**config.mk**
```make
export PLATFORM = sky130hd
export DESIGN_NAME = arp_rx
export DESIGN_NICKNAME = d
export VERILOG_FILES = /design/src/rtl/arp_rx.sv
export SDC_FILE = /design/constraint.sdc
export NUM_CORES = 1
export LEC_CHECK = 0
export CAP_MARGIN = 20
export CORE_UTILIZATION = 45
export DETAILED_ROUTE_END_ITERATION = 10
export PLACE_DENSITY = 0.64
export SYNTH_ARGS = -nofsm -noshare
export SYNTH_HDL_FRONTEND = slang
export SYNTH_SLANG_ARGS = --single-unit
```
**constraint.sdc**
```tcl
create_clock -name clk -period 2.56 [get_ports clk]
set_input_delay 0.256 -clock clk [delete_from_list [all_inputs] [get_ports clk]]
set_output_delay 0.256 -clock clk [all_outputs]
set_load 0.005 [all_outputs]
```
**src/rtl/arp_rx.sv**
```systemverilog
// ARP receive parser: checks preamble, MAC/EtherType and ARP target IP, then reports sender MAC/IP.
// arp_rx_done pulses one cycle after ARP byte 27 is sampled; GMII stream, no backpressure.
module arp_rx #(
  parameter logic [47:0] BOARD_MAC = 48'h00_11_22_33_44_55,
  parameter logic [31:0] BOARD_IP  = 32'hC0_A8_00_02        // 192.168.0.2
) (
  input  logic        clk,
  input  logic        rst_n,
  input  logic        gmii_rx_dv,
  input  logic [7:0]  gmii_rxd,
  output logic        arp_rx_done,
  output logic        arp_rx_type,
  output logic [47:0] src_mac,
  output logic [31:0] src_ip
);

  typedef enum logic [4:0] {
    st_idle     = 5'b00001,
    st_preamble = 5'b00010,
    st_eth_head = 5'b00100,
    st_arp_data = 5'b01000,
    st_rx_end   = 5'b10000
  } state_t;

  state_t      state;
  logic [4:0]  cnt;
  logic        armed;
  logic        hit;
  logic [47:0] dmac_r;
  logic [7:0]  etype_hi;
  logic [15:0] opcode_r;
  logic [47:0] smac_r;
  logic [31:0] sip_r;
  logic [23:0] tip_r;

  logic head_ok;
  logic arp_ok;

  // Decisions use the last byte of the field straight off the wire.
  assign head_ok = ((dmac_r == BOARD_MAC) || (dmac_r == 48'hFF_FF_FF_FF_FF_FF)) &&
                   ({etype_hi, gmii_rxd} == 16'h0806);
  assign arp_ok  = ((opcode_r == 16'd1) || (opcode_r == 16'd2)) &&
                   ({tip_r, gmii_rxd} == BOARD_IP);

  always_ff @(posedge clk or negedge rst_n) begin
    if (!rst_n) begin
      state       <= st_idle;
      cnt         <= 5'd0;
      armed       <= 1'b0;
      hit         <= 1'b0;
      dmac_r      <= 48'd0;
      etype_hi    <= 8'd0;
      opcode_r    <= 16'd0;
      smac_r      <= 48'd0;
      sip_r       <= 32'd0;
      tip_r       <= 24'd0;
      arp_rx_done <= 1'b0;
      arp_rx_type <= 1'b0;
      src_mac     <= 48'd0;
      src_ip      <= 32'd0;
    end else begin
      arp_rx_done <= 1'b0;
      // A frame cut short by reset must end (dv low) before a new preamble is accepted.
      if (!gmii_rx_dv)
        armed <= 1'b1;

      case (state)
        st_idle: begin
          cnt <= 5'd0;
          if (gmii_rx_dv && armed && (gmii_rxd == 8'h55))
            state <= st_preamble;
        end

        st_preamble: begin
          if (!gmii_rx_dv) begin
            state <= st_idle;
            cnt   <= 5'd0;
          end else if (cnt < 5'd6) begin
            if (gmii_rxd == 8'h55) begin
              cnt <= cnt + 5'd1;
            end else begin
              state <= st_rx_end;
              cnt   <= 5'd0;
            end
          end else begin
            state <= (gmii_rxd == 8'hD5) ? st_eth_head : st_rx_end;
            cnt   <= 5'd0;
          end
        end

        st_eth_head: begin
          if (!gmii_rx_dv) begin
            state <= st_idle;
            cnt   <= 5'd0;
          end else begin
            if (cnt < 5'd6)
              dmac_r <= {dmac_r[39:0], gmii_rxd};
            if (cnt == 5'd12)
              etype_hi <= gmii_rxd;
            if (cnt == 5'd13) begin
              state <= head_ok ? st_arp_data : st_rx_end;
              cnt   <= 5'd0;
            end else begin
              cnt <= cnt + 5'd1;
            end
          end
        end

        st_arp_data: begin
          if (!gmii_rx_dv) begin
            state <= st_idle;
            cnt   <= 5'd0;
          end else begin
            if (cnt == 5'd6 || cnt == 5'd7)
              opcode_r <= {opcode_r[7:0], gmii_rxd};
            if (cnt >= 5'd8 && cnt <= 5'd13)
              smac_r <= {smac_r[39:0], gmii_rxd};
            if (cnt >= 5'd14 && cnt <= 5'd17)
              sip_r <= {sip_r[23:0], gmii_rxd};
            if (cnt >= 5'd24 && cnt <= 5'd26)
              tip_r <= {tip_r[15:0], gmii_rxd};
            if (cnt == 5'd27) begin
              hit   <= arp_ok;
              state <= st_rx_end;
              cnt   <= 5'd0;
            end else begin
              cnt <= cnt + 5'd1;
            end
          end
        end

        st_rx_end: begin
          cnt <= 5'd0;
          if (hit) begin
            hit         <= 1'b0;
            arp_rx_done <= 1'b1;
            arp_rx_type <= (opcode_r == 16'd2);
            src_mac     <= smac_r;
            src_ip      <= sip_r;
          end
          if (!gmii_rx_dv)
            state <= st_idle;
        end

        default: begin
          state <= st_idle;
          cnt   <= 5'd0;
        end
      endcase
    end
  end

endmodule

```
; ---- Word level (Yosys, flattened, before mapping)
; Index checks and enable logic that the tools add are counted.
; Widths: inputs -> output; s select.
[classes]
addsub = 1
n_eq_ne = 25
muxes = 25
reduce_logical = 20
n_lt_le_gt_ge = 7
[ops]
columns = cell, n
row1 = $mux 5, 18
row2 = $eq 48x37->1 const B, 1
row3 = $eq 48x48->1 const B, 1
row4 = $eq 32x32->1 const B, 1
row5 = $pmux 5 s5, 1
row6 = $reduce_and 3->1, 7
row7 = $eq 16x1->1 const B, 1
row8 = $eq 16x12->1 const B, 1
row9 = $eq 16x2->1 const B, 1
row10 = $eq 5x3->1 const B, 3
row11 = $eq 5x4->1 const B, 3
row12 = $pmux 5 s3, 1
row13 = $eq 5x5->1 const B, 2
row14 = $ge 5x4->1 const B, 2
row15 = $le 5x5->1 const B, 2
row16 = $eq 8x7->1 const B, 1
row17 = $eq 8x8->1 const B, 1
row18 = $ne 2x2->1 const B, 4
row19 = $logic_and 1x1->1, 7
row20 = $ne 3x3->1 const B, 2
row21 = $add 5x1->5 const B, 1
row22 = $eq 5x1->1 const B, 1
row23 = $eq 5x2->1 const B, 1
row24 = $ge 5x5->1 const B, 1
row25 = 9 further kinds, 14
[word_totals]
in_bits = 11
word_cells = 92
regBits = 270
out_inout_bits = 82

; ---- Logic depth before layout (Yosys ltp)
[logic_depth]
word_depth = 7
depth_mapped = 9
ltp_nobuf = 7

; ---- Least setup slack after synthesis
; OpenSTA, ideal clock, no wires.
[synth_path]
kind = reg-to-reg
from = reg cnt[1]
to = reg sip_r[1]
n_path_buf = 1
required_time_ns = 2.435
slack_ns = 0.496
path_stages_with_launch = 8
arrival_ns = 1.939
setup_time_ns = 0.125
period_less_slack_ns = 2.064
path_cell_list = dfrtp_1 > inv_1 > ha_1 > a21oi_1 > or3b_2 > a21boi_2 > buf_4 > mux2_2
[synth_via]
elab_chain_len = 3
elab_cells_between_ends = 4
cone_classes = order compare: 2 / reduce/logical: 2
[synth_rtl]
columns = item, line
row1 = start: declaration, 26  ; logic [4:0] cnt;
row2 = start signal: assignment, 80  ; cnt <= cnt + 5'd1;
row3 = start signal: assignment, 104  ; cnt <= cnt + 5'd1;
row4 = start signal: assignment, 127  ; cnt <= cnt + 5'd1;
row5 = $ge 5x4->1 or $le 5x5->1 (tied branches), 118  ; if (cnt >= 5'd14 && cnt <= 5'd17)
row6 = $logic_and 1x1->1 (*), 118
row7 = $reduce_and 3->1 (no line) (*), n/a
row8 = end signal: assignment, 119  ; sip_r <= {sip_r[23:0], gmii_rxd};
row9 = end: declaration, 33  ; logic [31:0] sip_r;
; Mark *: on every way between the ends. The rest lies on a longest branch, timed or not.
; A chain may end at the register's enable or synchronous reset.

; ---- Final worst setup path
[layout_path]
from = reg cnt[1]
to = reg sip_r[19]
; The elaborated chain is that of the path after synthesis.

==> metrics.cfg <==
[synth]
synth_nets = 710
syn_area_um2 = 10800
ys_seq_area_share_pct = 62.8
synth.top_cell.area_share_pct = 62.5
ys_warn_count = 0
ys_types = 48
yosys.area.top_type = dfrtp_1
async_reset_ff_share_pct = 100
ys.flop_type = dfrtp_1
synth_cells = 695
synth-edff-count = 0
synth_area_leaders = dfrtp_1 (63%), mux2_2 (27%), buf_6 (1.0%)
syn_area_per_cell_um2 = 15.5
ys_ff_latch = 270

[worst_setup_path]
required_ns = 3.00
worstSetupPathType = flip-flop to flip-flop
critPathMaxStageDelay_ns = 0.49
cp-end-kind = flip-flop
crit_path_cell_trace = inv_1, ha_1, a21oi_1, or3b_2, a21boi_4, buf_12, mux2_2
cp_max_fo = 32
cp_slowest_cell = or3b_2
cp.arrival_ns = 2.69
worstSetupStartpointType = flip-flop

[floorplanning]
die_h_um = 157
start_util_pct = 45.9
die_w_um = 157
io_pins = 93
rows = 56
core_area_um2 = 23500
die_area_um2 = 24500

[finish]
final_cell_mix = dfrtp_1 (269), mux2_2 (255), clkdlybuf4s50_1 (91)
diodes = 0
nets = 828
area_growth_pct = 22.0
final_common_cell = dfrtp_1
drive_gt1_share_pct = 40.8
finish.instance_area_um2 = 13100

[clock_tree]
ctsResizeCount = 0
clk_latency_ns = 0.56
cts_tree = yes
ctsRootBufferMaster = clkbuf_16
htree_levels = 1
cts_sinks = 270
cts_inserted_buffers = 28
clock_path_buffers = 3
clk_pin_slew_ns = 0.06

[pwr]
seq_power_share_pct = 50.0
internal_power_w = 0.00678
power.leakage_nw = 6.49
max-vdd-ir-drop_uv = 597
power_w = 0.00863
netSwitchingFraction_pct = 21.5
power_frac_comb_pct = 2.9
pwr_density_cell_nw_per_um2 = 657
switchingPower_w = 0.00185
clockPowerShare_pct = 47.1

[global_route]
grt_pass1_vias = 6391
grt_busiest_layer = met2
use_met3_pct = 3.02
grt_remaining_overflow = 0
grtUsageMet1_pct = 24.2
antenna_found_initial = 0
grt_pass1_wl_um = 34300
grt_util_met2_pct = 28.9
grt_max_degree = 90
grt_use_total_pct = 17.7

[placement]
dpl-instance-area_um2 = 12200
place_ws_ns = 0.0878
numPortBuffers = 92
hpwlAfterDp_um = 13900
place_congestion = 0.839

[detailed_routing]
drtAntennaViolNets = 0
vias_per_cell = 5.25
wirelength_um = 20600
drcViolationCount = 0
vias = 6064
routedWlPerCell_um = 17.8
drt-pass1-iter-count = 5
drtIter0Drc = 288

[run_status]
status = complete, no violations

[job]
drv_cap = 0

[timing]
worst_pin_slew_ns = 0.680
setup_ws_ns = 0.304
rsz0062_at_grt = no
setup_viol_count_final = 0
finalCritPeriodShare_pct = 88.1
finalClockSkew_ns = 0.0177
setup_tns_ns = 0
slew_headroom_pct = 54.6
period_minus_slack_ns = 2.26
max_freq_mhz = 443
finalHoldViolCount = 0
final-max-slew-violation-count = 0

[hold_path]
hp-class = input pin to asynchronous set/reset pin

[final timing paths]
path,cells past startpoint,end,startpoint,slack (ns)
hold / removal,2,src_mac[41],rst_n,0.30
max in group asynchronous,3,sip_r[25],rst_n,1.46
hold reg to reg,1,src_mac[44],src_mac[44],0.50
min in group clk,2,armed,gmii_rx_dv,0.40
setup reg to reg,7,sip_r[19],cnt[1],0.30
setup / recovery,7,sip_r[19],cnt[1],0.30
[through the flow]
step                      cells  util (%)  hold WS (ns)
after global routing       1154      56.0         0.359
after global placement     1101      51.9         0.307
final                      1154      56.0         0.304
after CTS                  1154      56.0         0.331
after detailed placement   1101      51.9         0.320
after floorplan             695         -       -0.0396
[power by group through the flow]
stage          sequential, W  clock [W]  combinational [W]
2_1_floorplan        0.00439          0          0.0000908
5_1_grt              0.00431    0.00438           0.000291
6_report             0.00432    0.00406           0.000253
3_3_place_gp         0.00439          0           0.000249
3_5_place_dp         0.00439          0           0.000260
4_1_cts              0.00431    0.00418           0.000262
[cell families after synthesis]
family | after synthesis | share of synthesized area (%)
and+or+nand+nor | 104 | 5.93
DFF | 270 | 62.8
AOI/OAI and AO/OA | 20 | 1.52
buffers and inverters | 37 | 2.23
xor gates and xnor gates | 5 | 0.407
muxes | 255 | 26.7
adders and majority gates | 4 | 0.465
[repair_timing]
item,CTS,global route
setup endpoints to repair,0,0
hold endpoints to repair,81,0
hold buffers,1,0
setup buffers,0,0
[cell usage after synthesis (2+ instances only)]
cell type	number
a21o_1	2
a21oi_1	2
a31oi_1	2
and3_1	2
and4b_1	2
buf_2	9
buf_4	4
buf_6	10
clkbuf_1	9
dfrtp_1	269
ha_1	4
inv_1	5
mux2_2	255
nand2_1	14
nand2b_1	2
nand3_1	8
nand4_1	17
nand4b_1	2
nor2_1	12
nor2b_1	4
nor3_1	8
nor4_1	16
nor4_4	2
nor4b_1	5
o211ai_1	2
o21ai_0	2
or2_1	2
xnor2_1	3
xor2_1	2
[layer usage]
metal	up-vias	wire length, um
li1	2763	-
met1	3168	9390
met2	99	9900
met3	34	719
met4	0	574
met5	-	0
[critical path: cells and delay by family (launching register included)]
kind            cells  cell delay (ns)
compound gates      2             0.24
fa+ha+maj           1             0.21
buf+inv             2             0.40
flops               1             0.44
mux                 1             0.36
simple gates        1             0.49
[registers in the layout (all words and copies together) (netlist names), 8 cells and up]
signal,flops
sip_r,32
opcode_r,16
etype_hi,8
dmac_r,48
smac_r,48
src_ip,32
tip_r,24
src_mac,48
[cell type report]
class	count	area, um^2
Clock buffer	40	806
Clock inverter	12	144
Fill cell	1859	10300
Inverter	5	18.8
Multi-Input combinational cell	388	3790
Sequential cell	270	6760
Tap cell	319	399
Timing Repair Buffer	120	1230
Power figures use the tool's default switching activity.
